### config.mk
export PLATFORM = sky130hd
export DESIGN_NAME = iic_slave_regbank
export DESIGN_NICKNAME = d
export VERILOG_FILES = /design/src/rtl/iic_regbank_pkg.sv /design/src/rtl/iic_regbank_chg_fifo.sv /design/src/rtl/iic_slave_regbank.sv
export SDC_FILE = /design/constraint.sdc
export NUM_CORES = 2
export LEC_CHECK = 0
export CAP_MARGIN = 20
export CORE_ASPECT_RATIO = 1.25
export CORE_MARGIN = 2
export CORE_UTILIZATION = 49
export CTS_CLUSTER_DIAMETER = 150
export DETAILED_ROUTE_END_ITERATION = 8
export PLACE_DENSITY_LB_ADDON = 0.25
export SYNTH_ARGS = -nofsm -noshare
export SYNTH_HDL_FRONTEND = slang
export SYNTH_HIERARCHICAL = 1
export SYNTH_SLANG_ARGS = --single-unit
### constraint.sdc
create_clock -name SYS_CLK_I -period 1.6 [get_ports SYS_CLK_I]
set_input_delay 0.24 -clock SYS_CLK_I [delete_from_list [all_inputs] [get_ports SYS_CLK_I]]
set_output_delay 0.24 -clock SYS_CLK_I [all_outputs]
set_load 0.05 [all_outputs]
### src/rtl/iic_regbank_pkg.sv
// iic_regbank_pkg: shared widths, change-event entry type and clog2 helper
// for the I2C slave register bank.
package iic_regbank_pkg;

    localparam int C_ADDR_BYTES = 2;
    localparam int C_DATA_BYTES = 2;
    localparam int C_AW         = C_ADDR_BYTES * 8;
    localparam int C_DW         = C_DATA_BYTES * 8;

    typedef struct packed {
        logic [C_AW-1:0] addr;
        logic [C_DW-1:0] data;
    } chg_entry_t;

    function automatic int clog2(input int v);
        int r;
        r = 0;
        while ((1 << r) < v) r++;
        return r;
    endfunction

endpackage

### src/rtl/iic_regbank_chg_fifo.sv
// iic_regbank_chg_fifo: first-word-fall-through FIFO of I2C change events with
// sticky overflow; built only when IIC_REGBANK_CHG_FIFO_EN is defined.
`ifdef IIC_REGBANK_CHG_FIFO_EN
module iic_regbank_chg_fifo
    import iic_regbank_pkg::*;
#(
    parameter int C_FIFO_DEPTH = 8
) (
    input  logic       i_clk,
    input  logic       i_rst_n,
    input  logic       i_push,
    input  chg_entry_t i_entry,
    input  logic       i_pop,
    input  logic       i_ovf_clr,
    output logic       o_valid,
    output chg_entry_t o_entry,
    output logic       o_ovf
);
    localparam int PW = clog2(C_FIFO_DEPTH);

    chg_entry_t    r_mem [C_FIFO_DEPTH];
    logic [PW-1:0] r_wp, r_rp;
    logic [PW:0]   r_cnt;
    logic          r_ovf;
    logic          w_full, w_pop, w_wr;

    assign w_full  = r_cnt == (PW+1)'(C_FIFO_DEPTH);
    assign o_valid = r_cnt != '0;
    assign w_pop   = i_pop && o_valid;
    // a pop frees the slot in the same cycle, so a push into a full FIFO is kept
    assign w_wr    = i_push && (!w_full || w_pop);
    assign o_entry = o_valid ? r_mem[r_rp] : '0;
    assign o_ovf   = r_ovf;

    always_ff @(posedge i_clk or negedge i_rst_n) begin
        if (!i_rst_n) begin
            r_wp  <= '0;
            r_rp  <= '0;
            r_cnt <= '0;
            r_ovf <= 1'b0;
        end else begin
            if (w_wr) r_wp <= r_wp + PW'(1);
            if (w_pop) r_rp <= r_rp + PW'(1);
            r_cnt <= r_cnt + (PW+1)'(w_wr) - (PW+1)'(w_pop);
            if (i_push && w_full && !w_pop) r_ovf <= 1'b1;
            else if (i_ovf_clr) r_ovf <= 1'b0;
        end
    end

    always_ff @(posedge i_clk) begin
        if (w_wr) r_mem[r_wp] <= i_entry;
    end
endmodule
`endif

### src/rtl/iic_slave_regbank.sv
// iic_slave_regbank: register map behind iic_multi_slave_clk with a local port,
// RO region, error pulses and an optional change FIFO (IIC_REGBANK_CHG_FIFO_EN).
module iic_slave_regbank
    import iic_regbank_pkg::*;
#(
    parameter int C_RAM_ADDR_BYTE_NUM = C_ADDR_BYTES,
    parameter int C_RAM_DATA_BYTE_NUM = C_DATA_BYTES,
    parameter int C_DEPTH             = 64,
    parameter int C_RO_BASE           = 48,
    parameter int C_FIFO_DEPTH        = 8
) (
    input  logic                             SYS_CLK_I,
    input  logic                             SYS_RST_I,
    input  logic                             WR_EN_I,
    input  logic [C_RAM_ADDR_BYTE_NUM*8-1:0] WR_ADDR_I,
    input  logic [C_RAM_DATA_BYTE_NUM*8-1:0] WR_DATA_I,
    input  logic                             RD_EN_I,
    input  logic [C_RAM_ADDR_BYTE_NUM*8-1:0] RD_ADDR_I,
    output logic [C_RAM_DATA_BYTE_NUM*8-1:0] RD_DATA_O,
    input  logic                             USR_WR_EN_I,
    input  logic [C_RAM_ADDR_BYTE_NUM*8-1:0] USR_WR_ADDR_I,
    input  logic [C_RAM_DATA_BYTE_NUM*8-1:0] USR_WR_DATA_I,
    input  logic [C_RAM_ADDR_BYTE_NUM*8-1:0] USR_RD_ADDR_I,
    output logic [C_RAM_DATA_BYTE_NUM*8-1:0] USR_RD_DATA_O,
    output logic                             CHG_VALID_O,
    output logic [C_RAM_ADDR_BYTE_NUM*8-1:0] CHG_ADDR_O,
    output logic [C_RAM_DATA_BYTE_NUM*8-1:0] CHG_DATA_O,
    input  logic                             CHG_READY_I,
    output logic                             CHG_OVF_O,
    input  logic                             CHG_OVF_CLR_I,
    output logic                             ERR_RO_O,
    output logic                             ERR_RANGE_O
);
    localparam int DW = C_RAM_DATA_BYTE_NUM * 8;
    localparam int IW = clog2(C_DEPTH);

    logic [DW-1:0] r_mem [C_DEPTH];
    logic [DW-1:0] r_rd_data, r_usr_rd_data;
    logic          r_err_ro, r_err_range;

    logic          w_wr_in, w_rd_in, w_usr_wr_in, w_usr_rd_in;
    logic          w_usr_ok, w_collide, w_i2c_ok, w_ro_hit;
    logic [IW-1:0] w_wa, w_ra, w_ua, w_ura;

    assign w_wr_in     = 32'(WR_ADDR_I) < C_DEPTH;
    assign w_rd_in     = 32'(RD_ADDR_I) < C_DEPTH;
    assign w_usr_wr_in = 32'(USR_WR_ADDR_I) < C_DEPTH;
    assign w_usr_rd_in = 32'(USR_RD_ADDR_I) < C_DEPTH;
    assign w_wa        = WR_ADDR_I[IW-1:0];
    assign w_ra        = RD_ADDR_I[IW-1:0];
    assign w_ua        = USR_WR_ADDR_I[IW-1:0];
    assign w_ura       = USR_RD_ADDR_I[IW-1:0];

    assign w_ro_hit  = w_wr_in && 32'(WR_ADDR_I) >= C_RO_BASE;
    assign w_usr_ok  = USR_WR_EN_I && w_usr_wr_in;
    // a same-address local write wins; the I2C write is dropped entirely
    assign w_collide = w_usr_ok && WR_EN_I && USR_WR_ADDR_I == WR_ADDR_I;
    assign w_i2c_ok  = WR_EN_I && w_wr_in && !w_ro_hit && !w_collide;

    always_ff @(posedge SYS_CLK_I or negedge SYS_RST_I) begin
        if (!SYS_RST_I) begin
            for (int i = 0; i < C_DEPTH; i++) r_mem[i] <= '0;
            r_rd_data     <= '0;
            r_usr_rd_data <= '0;
            r_err_ro      <= 1'b0;
            r_err_range   <= 1'b0;
        end else begin
            if (w_i2c_ok) r_mem[w_wa] <= WR_DATA_I;
            if (w_usr_ok) r_mem[w_ua] <= USR_WR_DATA_I;
            if (RD_EN_I) r_rd_data <= w_rd_in ? r_mem[w_ra] : '0;
            r_usr_rd_data <= w_usr_rd_in ? r_mem[w_ura] : '0;
            r_err_ro      <= WR_EN_I && w_ro_hit;
            r_err_range   <= (WR_EN_I && !w_wr_in) || (RD_EN_I && !w_rd_in);
        end
    end

    assign RD_DATA_O     = r_rd_data;
    assign USR_RD_DATA_O = r_usr_rd_data;
    assign ERR_RO_O      = r_err_ro;
    assign ERR_RANGE_O   = r_err_range;

`ifdef IIC_REGBANK_CHG_FIFO_EN
    chg_entry_t w_head;

    iic_regbank_chg_fifo #(
        .C_FIFO_DEPTH(C_FIFO_DEPTH)
    ) u_chg_fifo (
        .i_clk    (SYS_CLK_I),
        .i_rst_n  (SYS_RST_I),
        .i_push   (w_i2c_ok),
        .i_entry  ('{addr: WR_ADDR_I, data: WR_DATA_I}),
        .i_pop    (CHG_READY_I),
        .i_ovf_clr(CHG_OVF_CLR_I),
        .o_valid  (CHG_VALID_O),
        .o_entry  (w_head),
        .o_ovf    (CHG_OVF_O)
    );

    assign CHG_ADDR_O = w_head.addr;
    assign CHG_DATA_O = w_head.data;
`else
    logic w_unused;

    assign w_unused    = CHG_READY_I ^ CHG_OVF_CLR_I;
    assign CHG_VALID_O = 1'b0;
    assign CHG_ADDR_O  = '0;
    assign CHG_DATA_O  = '0;
    assign CHG_OVF_O   = 1'b0;
`endif
endmodule
# Word-level counts from Yosys, hierarchy flattened
# Index checks and enable logic that the tools add are counted.
# op_classes
n_addsub	0
multipliers	0
div_mod_pow	0
n_lt_le_gt_ge	11
n_eq_ne	1
shift	0
muxes	16
bitwise	4
reduce_logical	17
# ops
op	n
1024-bit bitwise mux	2
1024-bit two-way mux	2
16-bit binary-select mux with 6-bit select	2
16-bit demux with 6-bit select	2
16-bit two-way mux	8
16-bit by 7-bit less-than comparator with 1-bit output, second input constant	4
7-bit >= comparator, second input constant	4
6-bit inverter with 7-bit output	4
16-bit equality test	1
16-bit by 6-bit >= comparator with 1-bit output, second input constant	1
7-bit by 1-bit less-than comparator with 1-bit output, second input constant	2
1-bit logical AND	12
1-bit zero test	4
1-bit logical OR	1
# totals
register_bits	1058
latch_bits	0
ram_bits	0
mem_bits_ro	0
inputBits	103
output_inout_bits	68
elab_cells	117
mem_count	0

# Logic depth before layout (Yosys ltp)
# depth
depth_word	9
mapped_depth	11
depth_no_buf	6

# Worst setup path before layout
# Ideal clock, no wire load.
# synth_path
path_kind	input to register
from	in USR_RD_ADDR_I[0]
to	reg r_usr_rd_data[10], in the netlist USR_RD_DATA_O[10]
setup_time_ns	0.121
arrival_ns	2.281
required_ns	1.479
setup_slack_ns	-0.802
cell_stages	8
n_path_buf	4
cell_sequence	clkbuf_1 -> buf_2 -> buf_1 -> buf_2 -> mux4_2 -> mux2i_1 -> a21oi_1 -> a22o_1
# synth_between
elab_chain_cells	5
elab_cells_between_ends	6
cone_classes	order compare (1); mux (4); bitwise (1)
# synth_rtl
element	line_no	source
start: declaration	iic_slave_regbank.sv:23	input logic [C_RAM_ADDR_BYTE_NUM*8-1:0] USR_RD_ADDR_I,
6-bit inverter with 7-bit output (not written as such)	iic_slave_regbank.sv:71	r_usr_rd_data <= w_usr_rd_in ? r_mem[w_ura] : '0;
16-bit binary-select mux with 6-bit select	iic_slave_regbank.sv:71	
16-bit two-way mux (not written as such) (2 in series)	iic_slave_regbank.sv:71	
16-bit two-way mux (*)	iic_slave_regbank.sv:71	
end signal: assignment	iic_slave_regbank.sv:71	
end: declaration	iic_slave_regbank.sv:38	logic [DW-1:0] r_rd_data, r_usr_rd_data;
# Mark *: on every way between the ends. The rest lies on a longest branch, timed or not. The select of a mux whose other input is x is not followed.
# A chain may end at the register's enable or synchronous reset.

# Worst setup path in the final report
# layout_path
from	reg r_mem[839] (netlist name)
to	reg r_rd_data[7], in the netlist RD_DATA_O[7]
# layout_between
elab_chain_cells	4
# layout_rtl
element	line_no	source
start: declaration	iic_slave_regbank.sv:37	logic [DW-1:0] r_mem [C_DEPTH];
start signal: indexed assignment	iic_slave_regbank.sv:68	if (w_i2c_ok) r_mem[w_wa] <= WR_DATA_I;
start signal: indexed assignment	iic_slave_regbank.sv:69	if (w_usr_ok) r_mem[w_ua] <= USR_WR_DATA_I;
16-bit binary-select mux with 6-bit select	iic_slave_regbank.sv:70	if (RD_EN_I) r_rd_data <= w_rd_in ? r_mem[w_ra] : '0;
16-bit two-way mux (not written as such) (2 in series)	iic_slave_regbank.sv:70	
16-bit two-way mux	iic_slave_regbank.sv:70	
end signal: assignment	iic_slave_regbank.sv:70	
end: declaration	iic_slave_regbank.sv:38	
# Every way passes these cells. The select of a mux whose other input is x is not followed.

==> results.py <==
metrics = {
    "global_routing": {
        "grt_max_degree": 65,
        "grt_busiest_layer": "met2",
        "antenna_found_initial": 5,
        "grt_pass1_vias": 54380,
        "use_met2_pct": 59.34,
        "gr-usage-met3_pct": 8.119,
        "grtUsageMet1_pct": 46.22,
        "overflow": 0,
        "grt_first_pass_wirelength_um": 373400,
        "grt_usage_pct": 37.90,
    },
    "clocking": {
        "insertion_delay_ns": 0.77,
        "clk_pin_slew_ns": 0.06,
        "cts-buffers-inserted": 113,
        "cts_max_level": 3,
        "cts_tree": "done",
        "clock-sinks": 1058,
        "cts_buffer_depth": 3,
        "cts-root-buf": "clkbuf_16",
    },
    "synthesis": {
        "synth_cell_types": 51,
        "synth_cells": 5583,
        "synth_edf_count": 0,
        "syn_area_um2": 64380,
        "yosys_warnings": 6,
        "synth_top_area_cell": "dfrtp_1",
        "synthFlopType": "dfrtp_1",
        "ys_seq_area_share_pct": 41.12,
        "synth_common_cells": "dfrtp_1 (1058), mux2i_1 (903), nand2_1 (591), mux4_2 (510), clkbuf_1 (432)",
        "ys_async_sr_fraction_pct": 100.0,
        "synth_area_leaders": "dfrtp_1 (41%), mux4_2 (18%), mux2i_1 (14%)",
        "ys_ff_latch": 1058,
        "yosysTopAreaCellShare_pct": 41.12,
        "synth.avg_cell_area_um2": 11.53,
        "yosys.cell_count.top_type": "dfrtp_1",
    },
    "placed_design": {
        "io_buffers": 134,
        "place_inst": 7910,
        "dp_hpwl_um": 170200,
        "gp_congestion": 0.9900,
    },
    "run_status": {
        "failed_checks": "setup timing",
        "status": "complete, but fails checks",
    },
    "setup_path": {
        "cp-start-kind": "register",
        "cp.required_ns": 2.23,
        "crit_chain": "buf_4 > mux4_2 > a22oi_1 > buf_4 > nand2_1 > nand2_1 > nand3_2",
        "critical_path_class": "reg -> reg",
        "cp_slowest_stage_delay_ns": 0.50,
        "rr_worst_depth": 7,
        "crit_arrival_ns": 2.64,
        "cp-end-kind": "register",
        "slowest_stage": "mux4_2",
        "crit_fanout": 2,
    },
    "floorplanning": {
        "die_h_um": 409.3,
        "coreArea_um2": 130400,
        "num_rows": 148,
        "floorplan.die.width_um": 328.2,
        "die_area_um2": 134300,
        "initial_core_util_pct": 49.39,
        "ios": 171,
    },
    "layout": {
        "nFillCells": 9554,
        "drive_above_1_share_pct": 38.93,
        "area_growth_syn_to_layout_pct": 31.96,
        "fin_nets": 6561,
        "fin_util_pct": 65.17,
        "final-instance-count-excl-fill": 8283,
    },
    "route": {
        "drtAntennaViolNets": 0,
        "totalWireLength_um": 256500,
        "first_pass_iters": 8,
        "post-route-drc-count": 0,
        "drt_iter0_drc": 6587,
        "num_vias": 53920,
        "avgViaCountPerCell": 6.510,
        "wl_per_cell_um": 30.97,
    },
    "timing": {
        "tightest_slew_ns": 0.7283,
        "finalMaxSlewViolations": 0,
        "max_freq_mhz": 496.3,
        "timing.hold.ws_ns": 0.04419,
        "grt_setup_unrepaired": "yes",
        "max-slew-margin-rel_pct": 51.45,
        "period_minus_slack_ns": 2.015,
        "fin_skew_ns": 0.03288,
        "min_period_over_period_pct": 125.9,
        "setup_viol": 931,
        "fin_ws_ns": -0.4151,
        "hold_viol": 0,
    },
    "power": {
        "peakVddDrop_mv": 0.9977,
        "finalPower_mw": 61.77,
        "powerDensity_nw_per_um2": 727.0,
        "leakagePower_nw": 37.21,
    },
    "worst_hold_path": {
        "hold_class": "in -> reg",
        "holdPathStages": 4,
    },
    "run": {
        "max_cap_violations": 0,
    },
}
-- routing by layer --
metal | share of wire [%] | routed length, um
met5 | 0.011 | 27
met4 | 8.9 | 22930
met3 | 9.2 | 23490
met2 | 46 | 119200
met1 | 35 | 90850
-- critical path: cells and delay by family (launching register included) --
kind / cells / cell delay, ns
mux: 1 / 0.50
simple gates: 3 / 0.49
flops: 1 / 0.39
buf+inv: 2 / 0.33
compound gates: 1 / 0.20
-- path summary, 6_finish.rpt --
path	start	end	slack (ns)
setup / recovery	r_mem[839]$_DFF_PN0_	RD_DATA_O[7]$_DFFE_PN0P_	-0.42
hold / removal	WR_DATA_I[7]	r_mem[743]$_DFF_PN0_	0.04
setup reg to reg	r_mem[839]$_DFF_PN0_	RD_DATA_O[7]$_DFFE_PN0P_	-0.42
hold reg to reg	r_mem[80]$_DFF_PN0_	r_mem[80]$_DFF_PN0_	0.52
max in group asynchronous	SYS_RST_I	r_mem[788]$_DFF_PN0_	0.54
min in group asynchronous	SYS_RST_I	r_mem[181]$_DFF_PN0_	0.23
-- per-stage QoR --
stage | worst slack (ns) | TNS, ns | area, um^2
floorplan | -0.6154 | -479.60 | 65780
global placement | -1.184 | -1074.04 | 77560
detailed placement | -1.207 | -1090.27 | 77560
CTS | -0.3473 | -70.07 | 84160
global route | -0.4474 | -167.79 | 84960
finish | -0.4151 | -111.10 | 84960
-- flip-flops by register name (all words and copies together), names as in the netlist --
signal	flops
ERR_RANGE_O	1
ERR_RO_O	1
RD_DATA_O	16
USR_RD_DATA_O	16
r_mem	1024
-- power by group --
part           leakage [nW]  switching (mW)  internal, mW
registers              14.8          0.0141          26.8
clock network          1.97            11.9          16.7
logic                  20.5            4.05          2.29
total                  37.2            16.0          45.8
-- layout make-up --
cell class              count  area (um^2)  area share (%)
repair buffers           1398        15440           18.17
inverters                   5        20.02         0.02356
well taps                1725         2158           2.540
flip-flops and latches   1058        26480           31.16
clock buffers             174         3451           4.062
multi-input cells        3882        36860           43.38
diodes                      3        7.507        0.008836
clock inverters            38        553.0          0.6509
-- kinds of logic after synthesis --
logic type | after synthesis | share of synthesized area, %
compound gates | 1048 | 10.41
xor+xnor | 14 | 0.1905
buf+inv | 676 | 4.711
flops | 1058 | 41.12
mux | 1670 | 36.37
other cells | 1 | 0.005824
simple gates | 1116 | 7.190
-- layout by cell type (no fill, tap or decap), types with 26 or more instances in the layout --
cell type           n
mux2_4             97
a22oi_1            41
mux2i_1           858
clkdlybuf4s50_1    26
mux4_2            510
mux2_2            160
clkbuf_8           34
nand3_1            44
conb_1             34
buf_6              63
buf_2              39
buf_12            326
a2111oi_4          37
clkbuf_16         121
nor2b_1            39
nor2_1            332
buf_4             859
a21oi_1           339
dfrtp_1          1058
o21ai_1           254
nand2_1           582
o21ai_0           192
-- what timing repair did --
item                                    in CTS  in global routing
pin swaps                                  121                118
gates resized for setup                    379                204
hold endpoints to repair                  1168                  0
endpoints found under the setup margin    1075                945
buffers inserted                            81                 64
hold buffers                                20                  0
cloned                                      25                  3
Power figures use the tool's default switching activity.
